File: config.mk
export PLATFORM = sky130hd
export DESIGN_NAME = instr_encoder_flat
export DESIGN_NICKNAME = d
export VERILOG_FILES = /design/src/rtl/legv8_pkg.sv /design/src/rtl/instr_encoder_if.sv /design/src/rtl/instr_encoder_fifo2.sv /design/src/rtl/instr_encoder.sv /design/src/flat_wrapper.sv
export SDC_FILE = /design/constraint.sdc
export NUM_CORES = 1
export LEC_CHECK = 0
export BUFFER_PORTS_ARGS = -buffer_cell sky130_fd_sc_hd__buf_2
export CORE_ASPECT_RATIO = 0.6
export CORE_MARGIN = 2
export CORE_UTILIZATION = 45
export CTS_CLUSTER_SIZE = 28
export DETAILED_ROUTE_END_ITERATION = 7
export PLACE_DENSITY = 0.72
export REMOVE_ABC_BUFFERS = 1
export SLEW_MARGIN = 20
export SYNTH_ARGS = -nofsm -noshare
export SYNTH_HDL_FRONTEND = slang
export SYNTH_SLANG_ARGS = --single-unit
File: constraint.sdc
create_clock -name clk -period 6.35 [get_ports clk]
set_input_delay 0.635 -clock clk [delete_from_list [all_inputs] [get_ports clk]]
set_output_delay 0.635 -clock clk [all_outputs]
set_load 0.005 [all_outputs]
File: src/rtl/legv8_pkg.sv
// legv8_pkg: LEGv8 encoding constants shared by the instruction encoder and
// the decode-side sign extender.
//   OP_LDUR / OP_STUR : 11-bit D-format opcodes (instr[31:21])
//   OP_CBZ            : 8-bit CB-format opcode (instr[31:24])
//   enc_op_t          : request opcode selector carried on in_op
//   DT_W / CB_W       : immediate field widths (DT_address, COND_BR_address)
package legv8_pkg;

  localparam int DT_W = 9;
  localparam int CB_W = 19;

  localparam logic [10:0] OP_LDUR = 11'b111_1100_0010;
  localparam logic [10:0] OP_STUR = 11'b111_1100_0000;
  localparam logic [7:0]  OP_CBZ  = 8'b1011_0100;

  typedef enum logic [1:0] {
    ENC_LDUR = 2'b00,
    ENC_STUR = 2'b01,
    ENC_CBZ  = 2'b10,
    ENC_RSVD = 2'b11
  } enc_op_t;

  // A 64-bit value fits a DT_W-bit signed field when every bit from the
  // field's sign bit upward is identical.
  function automatic logic dt_fits(input logic [63:0] imm);
    return (&imm[63:DT_W-1]) | ~(|imm[63:DT_W-1]);
  endfunction

  function automatic logic cb_fits(input logic [63:0] imm);
    return (&imm[63:CB_W-1]) | ~(|imm[63:CB_W-1]);
  endfunction

  // Decode-side inverses: widen a field back to a 64-bit immediate.
  function automatic logic [63:0] dt_sext(input logic [DT_W-1:0] field);
    return {{(64-DT_W){field[DT_W-1]}}, field};
  endfunction

  function automatic logic [63:0] cb_sext(input logic [CB_W-1:0] field);
    return {{(64-CB_W){field[CB_W-1]}}, field};
  endfunction

endpackage

File: src/rtl/instr_encoder_if.sv
// instr_encoder_if: request and instruction-word streams of instr_encoder.
//   in_valid/in_ready/in_op/in_rt/in_rn/in_imm   : symbolic request stream
//   out_valid/out_ready/out_instr/out_addr       : encoded word stream
//   range_err/wrapped                            : sticky status flags
// master = loader/consumer side, slave = encoder side.
interface instr_encoder_if #(parameter int ADDR_W = 6);

  logic              in_valid;
  logic              in_ready;
  logic [1:0]        in_op;
  logic [4:0]        in_rt;
  logic [4:0]        in_rn;
  logic [63:0]       in_imm;
  logic              out_valid;
  logic              out_ready;
  logic [31:0]       out_instr;
  logic [ADDR_W-1:0] out_addr;
  logic              range_err;
  logic              wrapped;

  modport master (
    output in_valid, in_op, in_rt, in_rn, in_imm, out_ready,
    input  in_ready, out_valid, out_instr, out_addr, range_err, wrapped
  );

  modport slave (
    input  in_valid, in_op, in_rt, in_rn, in_imm, out_ready,
    output in_ready, out_valid, out_instr, out_addr, range_err, wrapped
  );

endinterface

File: src/rtl/instr_encoder_fifo2.sv
// fifo2: 2-entry in-order valid/ready FIFO built from a head and a tail
// register. All outputs come straight from registers: in_ready is
// (count<2) and out_valid is (count>0), both precomputed from next-count,
// so there is no combinational path from out_ready to in_ready.
// out_data reads zero while the FIFO is empty.
//   clk, reset            : clock, synchronous active-high reset
//   in_valid/in_ready     : push handshake, in_data is the pushed word
//   out_valid/out_ready   : pop handshake, out_data is the head word
module fifo2 #(
  parameter int W = 38
) (
  input  logic         clk,
  input  logic         reset,
  input  logic         in_valid,
  output logic         in_ready,
  input  logic [W-1:0] in_data,
  output logic         out_valid,
  input  logic         out_ready,
  output logic [W-1:0] out_data
);

  logic [1:0]   count_r;
  logic [1:0]   count_nxt_s;
  logic [W-1:0] head_r;
  logic [W-1:0] head_nxt_s;
  logic [W-1:0] tail_r;
  logic [W-1:0] tail_nxt_s;
  logic         in_ready_r;
  logic         out_valid_r;
  logic         push_s;
  logic         pop_s;

  assign push_s = in_valid & in_ready_r;
  assign pop_s  = out_valid_r & out_ready;

  // Next-state of the two storage slots and the occupancy count.
  always_comb begin
    count_nxt_s = count_r;
    head_nxt_s  = head_r;
    tail_nxt_s  = tail_r;
    case ({push_s, pop_s})
      2'b10: begin
        if (count_r == 2'd0) begin
          head_nxt_s = in_data;
        end else begin
          tail_nxt_s = in_data;
        end
        count_nxt_s = count_r + 2'd1;
      end
      2'b01: begin
        // Tail advances into head; an emptied head is cleared so the
        // output reads zero while empty.
        if (count_r == 2'd2) begin
          head_nxt_s = tail_r;
        end else begin
          head_nxt_s = {W{1'b0}};
        end
        tail_nxt_s  = {W{1'b0}};
        count_nxt_s = count_r - 2'd1;
      end
      2'b11: begin
        // Only reachable at count 1 (no push at 2, no pop at 0):
        // the departing head is replaced by the new word.
        head_nxt_s = in_data;
      end
      default: begin
        count_nxt_s = count_r;
      end
    endcase
  end

  // Storage and registered handshake flags.
  always_ff @(posedge clk) begin
    if (reset) begin
      count_r     <= 2'd0;
      head_r      <= {W{1'b0}};
      tail_r      <= {W{1'b0}};
      in_ready_r  <= 1'b1;
      out_valid_r <= 1'b0;
    end else begin
      count_r     <= count_nxt_s;
      head_r      <= head_nxt_s;
      tail_r      <= tail_nxt_s;
      in_ready_r  <= (count_nxt_s != 2'd2);
      out_valid_r <= (count_nxt_s != 2'd0);
    end
  end

  assign in_ready  = in_ready_r;
  assign out_valid = out_valid_r;
  assign out_data  = head_r;

endmodule

File: src/rtl/instr_encoder.sv
// instr_encoder: streaming LEGv8 LDUR/STUR/CBZ encoder. Each request's
// immediate is range-checked against its instruction field and narrowed
// into it; legal words are pushed with a sequential word address into a
// 2-entry output FIFO. Illegal requests (out of range or reserved op) are
// consumed without output and set the sticky range_err flag.
//   clk, reset : clock, synchronous active-high reset
//   bus        : instr_encoder_if slave (request stream, word stream, flags)
module instr_encoder
  import legv8_pkg::*;
#(
  parameter int ADDR_W = 6
) (
  input logic              clk,
  input logic              reset,
  instr_encoder_if.slave   bus
);

  localparam int                DATA_W   = 32 + ADDR_W;
  localparam logic [ADDR_W-1:0] ADDR_MAX = {ADDR_W{1'b1}};

  enc_op_t           op_s;
  logic              legal_s;
  logic [31:0]       instr_s;
  logic              hs_s;
  logic              push_s;
  logic              fifo_push_valid_s;
  logic              fifo_in_ready_s;
  logic              fifo_out_valid_s;
  logic [DATA_W-1:0] fifo_out_data_s;
  logic [ADDR_W-1:0] addr_cnt_r;
  logic              range_err_r;
  logic              wrapped_r;

  // Encode the request and decide whether its immediate fits the field.
  always_comb begin
    op_s    = enc_op_t'(bus.in_op);
    legal_s = 1'b0;
    instr_s = 32'd0;
    case (op_s)
      ENC_LDUR: begin
        legal_s = dt_fits(bus.in_imm);
        instr_s = {OP_LDUR, bus.in_imm[DT_W-1:0], 2'b00, bus.in_rn, bus.in_rt};
      end
      ENC_STUR: begin
        legal_s = dt_fits(bus.in_imm);
        instr_s = {OP_STUR, bus.in_imm[DT_W-1:0], 2'b00, bus.in_rn, bus.in_rt};
      end
      ENC_CBZ: begin
        legal_s = cb_fits(bus.in_imm);
        instr_s = {OP_CBZ, bus.in_imm[CB_W-1:0], bus.in_rt};
      end
      default: begin
        legal_s = 1'b0;
        instr_s = 32'd0;
      end
    endcase
  end

  // Every offered request is consumed when the FIFO has room; only legal
  // ones are actually pushed.
  assign hs_s              = bus.in_valid & fifo_in_ready_s;
  assign push_s            = hs_s & legal_s;
  assign fifo_push_valid_s = bus.in_valid & legal_s;

  fifo2 #(
    .W (DATA_W)
  ) u_fifo (
    .clk       (clk),
    .reset     (reset),
    .in_valid  (fifo_push_valid_s),
    .in_ready  (fifo_in_ready_s),
    .in_data   ({instr_s, addr_cnt_r}),
    .out_valid (fifo_out_valid_s),
    .out_ready (bus.out_ready),
    .out_data  (fifo_out_data_s)
  );

  // Address counter and sticky status flags.
  always_ff @(posedge clk) begin
    if (reset) begin
      addr_cnt_r  <= {ADDR_W{1'b0}};
      range_err_r <= 1'b0;
      wrapped_r   <= 1'b0;
    end else begin
      if (push_s) begin
        addr_cnt_r <= addr_cnt_r + ADDR_W'(1);
        if (addr_cnt_r == ADDR_MAX) begin
          wrapped_r <= 1'b1;
        end
      end
      if (hs_s && !legal_s) begin
        range_err_r <= 1'b1;
      end
    end
  end

  assign bus.in_ready  = fifo_in_ready_s;
  assign bus.out_valid = fifo_out_valid_s;
  assign bus.out_instr = fifo_out_data_s[DATA_W-1:ADDR_W];
  assign bus.out_addr  = fifo_out_data_s[ADDR_W-1:0];
  assign bus.range_err = range_err_r;
  assign bus.wrapped   = wrapped_r;

endmodule

File: src/flat_wrapper.sv
// flat-port wrapper written by rule: the top's interface ports become plain ports
module instr_encoder_flat import legv8_pkg::*;
#(
  parameter int ADDR_W = 6
)
  (clk, reset, bus_in_valid, bus_in_op, bus_in_rt, bus_in_rn, bus_in_imm, bus_out_ready, bus_in_ready, bus_out_valid, bus_out_instr, bus_out_addr, bus_range_err, bus_wrapped);
  instr_encoder_if #(.ADDR_W(ADDR_W)) bus_i ();
  input logic clk;
  input logic reset;
  input wire logic [$bits(bus_i.in_valid)-1:0] bus_in_valid;
  input wire logic [$bits(bus_i.in_op)-1:0] bus_in_op;
  input wire logic [$bits(bus_i.in_rt)-1:0] bus_in_rt;
  input wire logic [$bits(bus_i.in_rn)-1:0] bus_in_rn;
  input wire logic [$bits(bus_i.in_imm)-1:0] bus_in_imm;
  input wire logic [$bits(bus_i.out_ready)-1:0] bus_out_ready;
  output wire logic [$bits(bus_i.in_ready)-1:0] bus_in_ready;
  output wire logic [$bits(bus_i.out_valid)-1:0] bus_out_valid;
  output wire logic [$bits(bus_i.out_instr)-1:0] bus_out_instr;
  output wire logic [$bits(bus_i.out_addr)-1:0] bus_out_addr;
  output wire logic [$bits(bus_i.range_err)-1:0] bus_range_err;
  output wire logic [$bits(bus_i.wrapped)-1:0] bus_wrapped;
  assign bus_i.in_valid = bus_in_valid;
  assign bus_i.in_op = bus_in_op;
  assign bus_i.in_rt = bus_in_rt;
  assign bus_i.in_rn = bus_in_rn;
  assign bus_i.in_imm = bus_in_imm;
  assign bus_i.out_ready = bus_out_ready;
  assign bus_in_ready = bus_i.in_ready;
  assign bus_out_valid = bus_i.out_valid;
  assign bus_out_instr = bus_i.out_instr;
  assign bus_out_addr = bus_i.out_addr;
  assign bus_range_err = bus_i.range_err;
  assign bus_wrapped = bus_i.wrapped;
  instr_encoder #(.ADDR_W(ADDR_W)) u_core (.clk(clk), .reset(reset), .bus(bus_i));
endmodule
==> flow_summary.toml, run 1 <==
[synthesis]
yosysSeqAreaShare_pct = 45.2
synthTopCellsByArea = "dfxtp_1, a211oi_1, nor2_1"
synth_area_um2 = 3460
syn_inst = 410
avgSynthCellArea_um2 = 8.43
synth-async-reset-ratio_pct = 0
yosys_warnings = 0
ys_types = 35
synth_area_leader_cell = "dfxtp_1"
synth.top_cell.area_share_pct = 45.2
synth-seq-cells = 78
ys.flop_type = "dfxtp_1"
synth-edff-count = 0

[grt]
grt_overflow = 0
grt_pass1_vias = 3202
antenna_found_initial = 0
grt_max_degree = 78
grtUsageTotal_pct = 22.9
grt_first_pass_wirelength_um = 15100

[clock_tree]
h-tree-depth = 3
clock-sinks = 78
clock_path_buffers = 2
cts_tree = "yes"
clk_pin_slew_worst_paths_ps = 60
ctsHoldBuffers = 0
clk_latency_ps = 330
cts-root-buf = "clkbuf_16"
numCtsBuffers = 9
post_cts_buffers = 0
cts_resized = 0

[layout]
syn2layout_area_growth_pct = 27.8
multi_input_area_um2 = 1730
drive_gt1_share_pct = 28.2
regArea_um2 = 1560
stdcell_area_um2 = 4420
fin_nets = 594
final_util_pct = 60.1
final_common_cell = "buf_2"
antenna_cells = 0
most-common-layout-cells = "buf_2, dfxtp_1, nor2_1"
stdcell_count = 618
fillCellCount = 643

[placement]
hpwl_um = 7090
place.gp.congestion = 0.807
dp_cells = 602
port_buffers = 119
pre_cts_ws_ps = 2140
place_area_um2 = 4070

[sta]
timing.fmax_mhz = 252
min_period_ps = 3970
setup_tns_ps = 0
worst_pin_slew_ps = 1040
setup_viol = 0
fin_crit_sh_pct = 62.5
hold_viol = 0
fin_ws_ps = 2380
slew_headroom_pct = 30.6
skew_ps = 10.4
rsz0062_at_grt = "no"
drv_slew = 0

[power]
p_leak_uw = 0.00176
p_per_area_nw_per_um2 = 260
vdd_drop_max_mv = 0.146

[route]
routed_wirelength_um = 10200
antenna_left = 0
routed_via_density = 5.82
vias = 3598
wire_per_inst_um = 16.5
drcViolationCount = 0
drt-initial-drc-count = 294
first_pass_iters = 4

[die]
fp.dieArea_um2 = 8420
ios = 122
initial_core_util_pct = 47.0
num_rows = 24
core_area_um2 = 7360
die_x_um = 117
die_y_um = 71.9

[critical_path]
r2r_slack_ps = 3680
rr_worst_depth = 9
cp-start-kind = "input port"
critPathRequiredTime_ps = 6580
end_kind = "flip-flop"
critPathMaxFanout = 18
crit_type = "input port to flip-flop"
worstPathArrival_ps = 4200

[hold_path]
whs_path_depth = 2
hold_class = "flip-flop to flip-flop"

[flow_run]
cap_violations = 0

[outcome]
status = "finished clean"
## state kept, by name (all words and copies together) (netlist names)
register	flops
u_core.u_fifo.out_data	33
u_core.u_fifo.tail_r	33
u_core.addr_cnt_r	6
u_core.u_fifo.count_r	2
u_core.bus.range_err	1
u_core.bus.wrapped	1
u_core.u_fifo.in_ready	1
u_core.u_fifo.out_valid	1
## power breakdown
part | internal, uW | total, uW | switching (uW) | leakage (uW)
clock | 395 | 594 | 199 | 0.000166
combinational | 25.4 | 63.8 | 38.3 | 0.000969
sequential | 490 | 490 | 0.232 | 0.000628
## worst max-delay path, stage by stage
cell and delay [ps]:
buf_2 150, nor4_2 360, a31oi_1 160, or4_1 670, and2_4 200, or2_4 250, clkinv_2 80, ha_1 240
o21ai_1 170, nand2b_1 530, buf_4 360, a21oi_1 60, a211oi_1 300
## worst paths after layout
kind,startpoint,endpoint
worst max-delay path,bus_in_op[1],u_core.u_fifo.out_data[26]
worst min-delay path,u_core.bus.wrapped,u_core.bus.wrapped
worst max register to register,u_core.u_fifo.in_ready,u_core.u_fifo.out_data[26]
worst min register to register,u_core.bus.wrapped,u_core.bus.wrapped
## cells in the mapped netlist, types with 2 or more instances
cell / n
o21ai_1: 2
ha_1: 5
nand4_1: 17
nor2_1: 72
a31oi_1: 2
xor2_1: 2
nor4_1: 15
buf_4: 5
a221oi_1: 9
xnor2_1: 6
and2_1: 3
a311oi_1: 7
a21oi_1: 26
inv_1: 5
a211oi_1: 36
nor3_1: 21
nand3_1: 7
o21a_1: 2
nand2_1: 15
dfxtp_1: 78
clkbuf_1: 29
a22oi_1: 26
nor2b_1: 8
## logic make-up after synthesis
family	count (synthesis)	share of synthesized area, %
and+or+nand+nor	164	22.8
AOI/OAI and AO/OA	111	22.6
DFF	78	45.2
buffers and inverters	42	5.18
xor gates and xnor gates	8	2.03
adders and majority gates	5	1.81
other	1	0.108
muxes	1	0.290
## metal layers
layer	global-route usage [%]	vias up	wire length (um)	share of wire (%)
met4	5.49	0	122	1.2
met3	6.35	16	932	9.1
met5	0	-	0	0
li1	-	1709	-	-
met2	37.5	176	4640	45
met1	30.3	1697	4500	44
## stage by stage
stage	hold slack [ps]	total power [uW]
CTS	446	1150
detailed placement	437	562
global placement	437	562
floorplan	426	516
global route	467	1180
finish	445	1150
## area by class of cell
cell class	instances	area share, %
multi-input combinational	291	39.1
sequential	78	35.3
timing repair buffer	123	14.2
clock buffer	11	5.49
tap	104	2.94
clock inverter	5	2.41
inverter	6	0.538
Power figures use the tool's default switching activity.
==> inputs of run 2 (changes only) <==
--- a/config.mk
+++ b/config.mk
@@ -5,13 +5,14 @@
 export SDC_FILE = /design/constraint.sdc
 export NUM_CORES = 1
 export LEC_CHECK = 0
+export ABC_AREA = 1
 export BUFFER_PORTS_ARGS = -buffer_cell sky130_fd_sc_hd__buf_2
 export CORE_ASPECT_RATIO = 0.6
 export CORE_MARGIN = 2
 export CORE_UTILIZATION = 45
 export CTS_CLUSTER_SIZE = 28
 export DETAILED_ROUTE_END_ITERATION = 7
-export PLACE_DENSITY = 0.72
+export PLACE_DENSITY = 0.71
 export REMOVE_ABC_BUFFERS = 1
 export SLEW_MARGIN = 20
 export SYNTH_ARGS = -nofsm -noshare
==> constraint.sdc (replaced) <==
create_clock -name clk -period 3.9 [get_ports clk]
set_input_delay 0.39 -clock clk [delete_from_list [all_inputs] [get_ports clk]]
set_output_delay 0.39 -clock clk [all_outputs]
set_load 0.005 [all_outputs]
==> flow_summary.toml, run 2 <==
[critical_path]
worstPathArrival_ps = 3120
max_stage_delay_ps = 460
crit_type = "input port to flip-flop"
cp_top_family = "simple AND/OR/NAND/NOR gates"
critPathMaxFanout = 39
crit_top_cell = "nand2_1"
cp_slowest_cell = "inv_2"
end_kind = "flip-flop"
critPathRequiredTime_ps = 4160
crit_chain = "buf_2, nor2_1, nand2_1, nor2_1, nand2_1, nor2_1, nand2_1, nand2_1, nand2_1, nand2_4, nand2_4, clkinv_4, ha_1, inv_1, nor2_4, a21oi_4, inv_2, o21ai_0, a21oi_1"
cp-start-kind = "input port"
worst-path-buf-inv = 4

[clock_tree]
numCtsBuffers = 9
clock_path_buffers = 2
ctsHoldBuffers = 0
post_cts_buffers = 0
clock-sinks = 78
cts-root-buf = "clkbuf_16"
clk_latency_ps = 340
cts_tree = "yes"
h-tree-depth = 3
cts_resized = 0
clk_pin_slew_worst_paths_ps = 60

[synthesis]
synth_compound_area_share_pct = 21.2
synth-edff-count = 0
synth.top_cells.by_count = "nand2_1, a21oi_1, dfxtp_1, nor2_1, o21ai_0"
avgSynthCellArea_um2 = 6.72
synth_area_leader_cell = "dfxtp_1"
synth_mux_area_share_pct = 0
synthTopCellsByArea = "dfxtp_1, nand2_1, a21oi_1"
synth-async-reset-ratio_pct = 0
ys.flop_type = "dfxtp_1"
ys_types = 32
synth_top_family_by_area = "simple AND/OR/NAND/NOR gates"
yosysSeqAreaShare_pct = 39.6
synth.top_cell.area_share_pct = 39.6
synthSimpleGateAreaFrac_pct = 27.1
synth_fa_ha_area_share_pct = 1.58
yosys_warnings = 0
synth-seq-cells = 78
synth_area_um2 = 3950
syn_inst = 587
post_synth_xor_area_fraction_pct = 1.11
yosysMostFrequentCell = "nand2_1"

[layout]
most-common-layout-cells = "nand2_1, buf_2, a21oi_1, dfxtp_1, nor2_1"
fin_nets = 777
syn2layout_area_growth_pct = 22.7
stdcell_count = 807
antenna_cells = 0
drive_gt1_share_pct = 22.2
final_common_cell = "nand2_1"

[die]
fp.dieArea_um2 = 9560
ios = 122
die_y_um = 76.6
die_x_um = 125
core_area_um2 = 8520
initial_core_util_pct = 46.3
num_rows = 26

[grt]
grt_max_degree = 40
antenna_found_initial = 0
grtUsageTotal_pct = 25.1
grt_overflow = 0
grt_pass1_vias = 3957
grt_first_pass_wirelength_um = 19300

[route]
drcViolationCount = 0
routed_wirelength_um = 11400
drt-initial-drc-count = 364
first_pass_iters = 4
wire_per_inst_um = 14.2
routed_via_density = 5.19
antenna_left = 0
vias = 4192

[hold_path]
hold_class = "input port to flip-flop"

[placement]
dp_cells = 793
port_buffers = 119
pre_cts_ws_ps = 749
place.gp.congestion = 0.948
hpwl_um = 8520

[outcome]
status = "finished clean"

[power]
p_leak_uw = 0.00223
total_power_uw = 1730
p_per_area_nw_per_um2 = 357
vdd_drop_max_mv = 0.245

[sta]
worst_pin_slew_ps = 1010
setup_viol = 0
drv_slew = 0
rsz0062_at_grt = "no"
fin_ws_ps = 1030
setup_tns_ps = 0
fin_crit_sh_pct = 73.5
slew_headroom_pct = 32.3
hold_viol = 0
min_period_ps = 2870
skew_ps = 8.06
timing.fmax_mhz = 349

[flow_run]
cap_violations = 0
==> run 2: per-layer routing <==
metal | vias up | track usage, % | routed length (um)
met5 | - | 0 | 0
met3 | 22 | 6.81 | 913
met1 | 1885 | 37.0 | 5700
met4 | 0 | 8.78 | 229
met2 | 174 | 35.0 | 4590
li1 | 2111 | - | -
==> run 2: layout make-up <==
type | count | area, um^2
inverter | 56 | 215
clock inverter | 4 | 50.0
timing repair buffer | 123 | 626
tap | 112 | 140
clock buffer | 10 | 229
sequential | 78 | 1560
multi-input combinational | 424 | 2020
fill | 826 | 3680
==> run 2: through the flow <==
step | util (%) | hold WS [ps] | cell area [um^2]
2_1_floorplan | - | 435 | 3800
3_3_place_gp | 53.5 | 444 | 4560
3_5_place_dp | 53.5 | 442 | 4560
4_1_cts | 56.8 | 314 | 4840
5_1_grt | 56.8 | 318 | 4840
6_report | 56.8 | 319 | 4840
==> run 2: report_power, final <==
| group | internal [uW] | switching, uW | leakage [uW] |
|---|---|---|---|
| sequential | 798 | 0.395 | 0.000628 |
| clock | 487 | 311 | 0.000130 |
| combinational | 52.0 | 81.0 | 0.00147 |
| total | 1340 | 392 | 0.00223 |
==> run 2: kinds of logic after synthesis <==
| kind of cell | count (synthesis) |
|---|---|
| simple gates | 251 |
| other cells | 1 |
| flops | 78 |
| compound gates | 161 |
| fa+ha+maj | 5 |
| xor+xnor | 5 |
| buf+inv | 86 |
==> run 2: worst paths after layout <==
kind / start / end / slack [ps] / cells after the start
worst max-delay path: bus_in_imm[13] / u_core.u_fifo.tail_r[18] / 1030 / 19
worst max register to register: u_core.u_fifo.in_ready / u_core.u_fifo.tail_r[18] / 1340 / 11
worst min register to register: u_core.bus.wrapped / u_core.bus.wrapped / 450 / 2
worst min-delay path: bus_in_rt[1] / u_core.u_fifo.out_data[7] / 320 / 3
==> run 2: worst min-delay path, cell delays in order <==
cell and delay, ps:
buf_2 110, nand2_1 50, a21oi_1 60
==> inputs of run 3 (changes only) <==
--- a/config.mk
+++ b/config.mk
@@ -12,7 +12,7 @@
 export CORE_UTILIZATION = 45
 export CTS_CLUSTER_SIZE = 28
 export DETAILED_ROUTE_END_ITERATION = 7
-export PLACE_DENSITY = 0.71
+export PLACE_DENSITY = 0.73
 export REMOVE_ABC_BUFFERS = 1
 export SLEW_MARGIN = 20
 export SYNTH_ARGS = -nofsm -noshare
==> constraint.sdc (replaced) <==
create_clock -name clk -period 2.6 [get_ports clk]
set_input_delay 0.26 -clock clk [delete_from_list [all_inputs] [get_ports clk]]
set_output_delay 0.26 -clock clk [all_outputs]
set_load 0.005 [all_outputs]
==> flow_summary.toml, run 3 (same netlist as run 2, synthesis figures left out) <==
[outcome]
status = "finished clean"

[grt]
grt_overflow = 0
antenna_found_initial = 0
grt_first_pass_wirelength_um = 19100
grt_pass1_vias = 3954
grtUsageTotal_pct = 24.8
grt_max_degree = 39

[route]
routed_wirelength_um = 11500
vias = 4223
routed_via_density = 5.15
drt-initial-drc-count = 393
first_pass_iters = 5
wire_per_inst_um = 14.0
antenna_left = 0
drcViolationCount = 0

[layout]
drive_gt1_share_pct = 23.9
final_common_cell = "nand2_1"
syn2layout_area_growth_pct = 26.6
most-common-layout-cells = "nand2_1, buf_2, a21oi_1, dfxtp_1, nor2_1"
final_util_pct = 58.6
fin_nets = 788
fillCellCount = 819
antenna_cells = 0

[clock_tree]
cts-root-buf = "clkbuf_16"
clk_latency_ps = 340
clock-sinks = 78
h-tree-depth = 3
clk_pin_slew_worst_paths_ps = 60
cts_tree = "yes"
ctsHoldBuffers = 0
clock_path_buffers = 2
numCtsBuffers = 9
post_cts_buffers = 0

[sta]
rsz0062_at_grt = "no"
worst_pin_slew_ps = 684
setup_viol = 0
fin_ws_ps = 274
fin_crit_sh_pct = 89.5
drv_slew = 0
setup_tns_ps = 0
timing.fmax_mhz = 430
slew_headroom_pct = 54.3
skew_ps = 3.55
min_period_ps = 2330
hold_viol = 0

[power]
p_leak_uw = 0.00232
netSwitchingFraction_pct = 22.8
p_sw_uw = 614
vdd_drop_max_mv = 0.308
p_per_area_nw_per_um2 = 538
p_seq_share_pct = 44.5
total_power_uw = 2690
intPower_uw = 2070
combPwrFrac_pct = 7.7
power_frac_clock_pct = 47.8

[die]
ios = 122
num_rows = 26
core_area_um2 = 8520
initial_core_util_pct = 46.3
fp.dieArea_um2 = 9560
die_y_um = 76.6
die_x_um = 125

[placement]
port_buffers = 119
hpwl_um = 8620
place.gp.congestion = 0.979
pre_cts_ws_ps = -70.7

[critical_path]
worstPathArrival_ps = 2590
cp-start-kind = "input port"
end_kind = "flip-flop"
crit_type = "input port to flip-flop"
critPathMaxFanout = 8
critPathRequiredTime_ps = 2870

[flow_run]
cap_violations = 0

[hold_path]
hold_class = "input port to flip-flop"
## run 3: path summary, 6_finish.rpt
kind                               start                    endpoint  slack (ps)  cells past startpoint
hold / removal              bus_in_rt[1]   u_core.u_fifo.out_data[7]         180                      3
setup reg to reg  u_core.u_fifo.in_ready  u_core.u_fifo.out_data[21]         490                     12
setup / recovery          bus_in_imm[19]  u_core.u_fifo.out_data[21]         270                     19
hold reg to reg       u_core.bus.wrapped          u_core.bus.wrapped         450                      2
## run 3: area by class of cell
class | instances | area [um^2] | share of cell area, %
clock buffer | 11 | 253 | 5.06
clock inverter | 5 | 57.6 | 1.15
inverter | 56 | 215 | 4.31
multi-input combinational | 424 | 2020 | 40.5
sequential | 78 | 1560 | 31.3
tap | 112 | 140 | 2.80
timing repair buffer | 134 | 746 | 14.9
## run 3: worst max-delay path, cell delays in order
cell,delay (ps)
buf_2,100
or2_1,220
nor2_2,180
nand2_1,90
nor2_2,140
nand2_1,60
nand2_1,60
nand2_1,80
nand2_4,90
nand2_4,90
ha_1,260
nor2_1,150
inv_1,90
nor2_4,140
buf_4,160
nand2_1,50
o21ai_0,110
inv_1,110
a21oi_1,150
## run 3: metal layers
layer	vias up	wire length, um	GRT usage (%)	share of wire (%)
met3	17	883	6.32	7.7
met1	1914	5620	35.5	49
met4	0	184	7.33	1.6
met2	155	4820	37.0	42
met5	-	0	0	0
li1	2137	-	-	-
## run 3: repair_timing
| item | CTS | global route |
|---|---|---|
| setup endpoints to repair | 0 | 6 |
| endpoints found under the hold margin | 0 | 0 |
| resized for setup | 0 | 1 |
## run 3: power by group through the flow
stage | Sequential [uW] | Clock, uW | Combinational (uW)
floorplan | 1220 | 0 | 86.4
global route | 1200 | 1360 | 233
CTS | 1200 | 1300 | 203
detailed placement | 1220 | 0 | 202
global placement | 1220 | 0 | 200
finish | 1200 | 1280 | 206
## run 3: per-stage QoR
stage | std cells | instance area, um^2 | hold slack, ps
2_1_floorplan | 558 | 3800 | 329
3_3_place_gp | 804 | 4680 | 449
3_5_place_dp | 804 | 4680 | 454
4_1_cts | 820 | 4990 | 174
5_1_grt | 820 | 5000 | 191
6_report | 820 | 5000 | 184
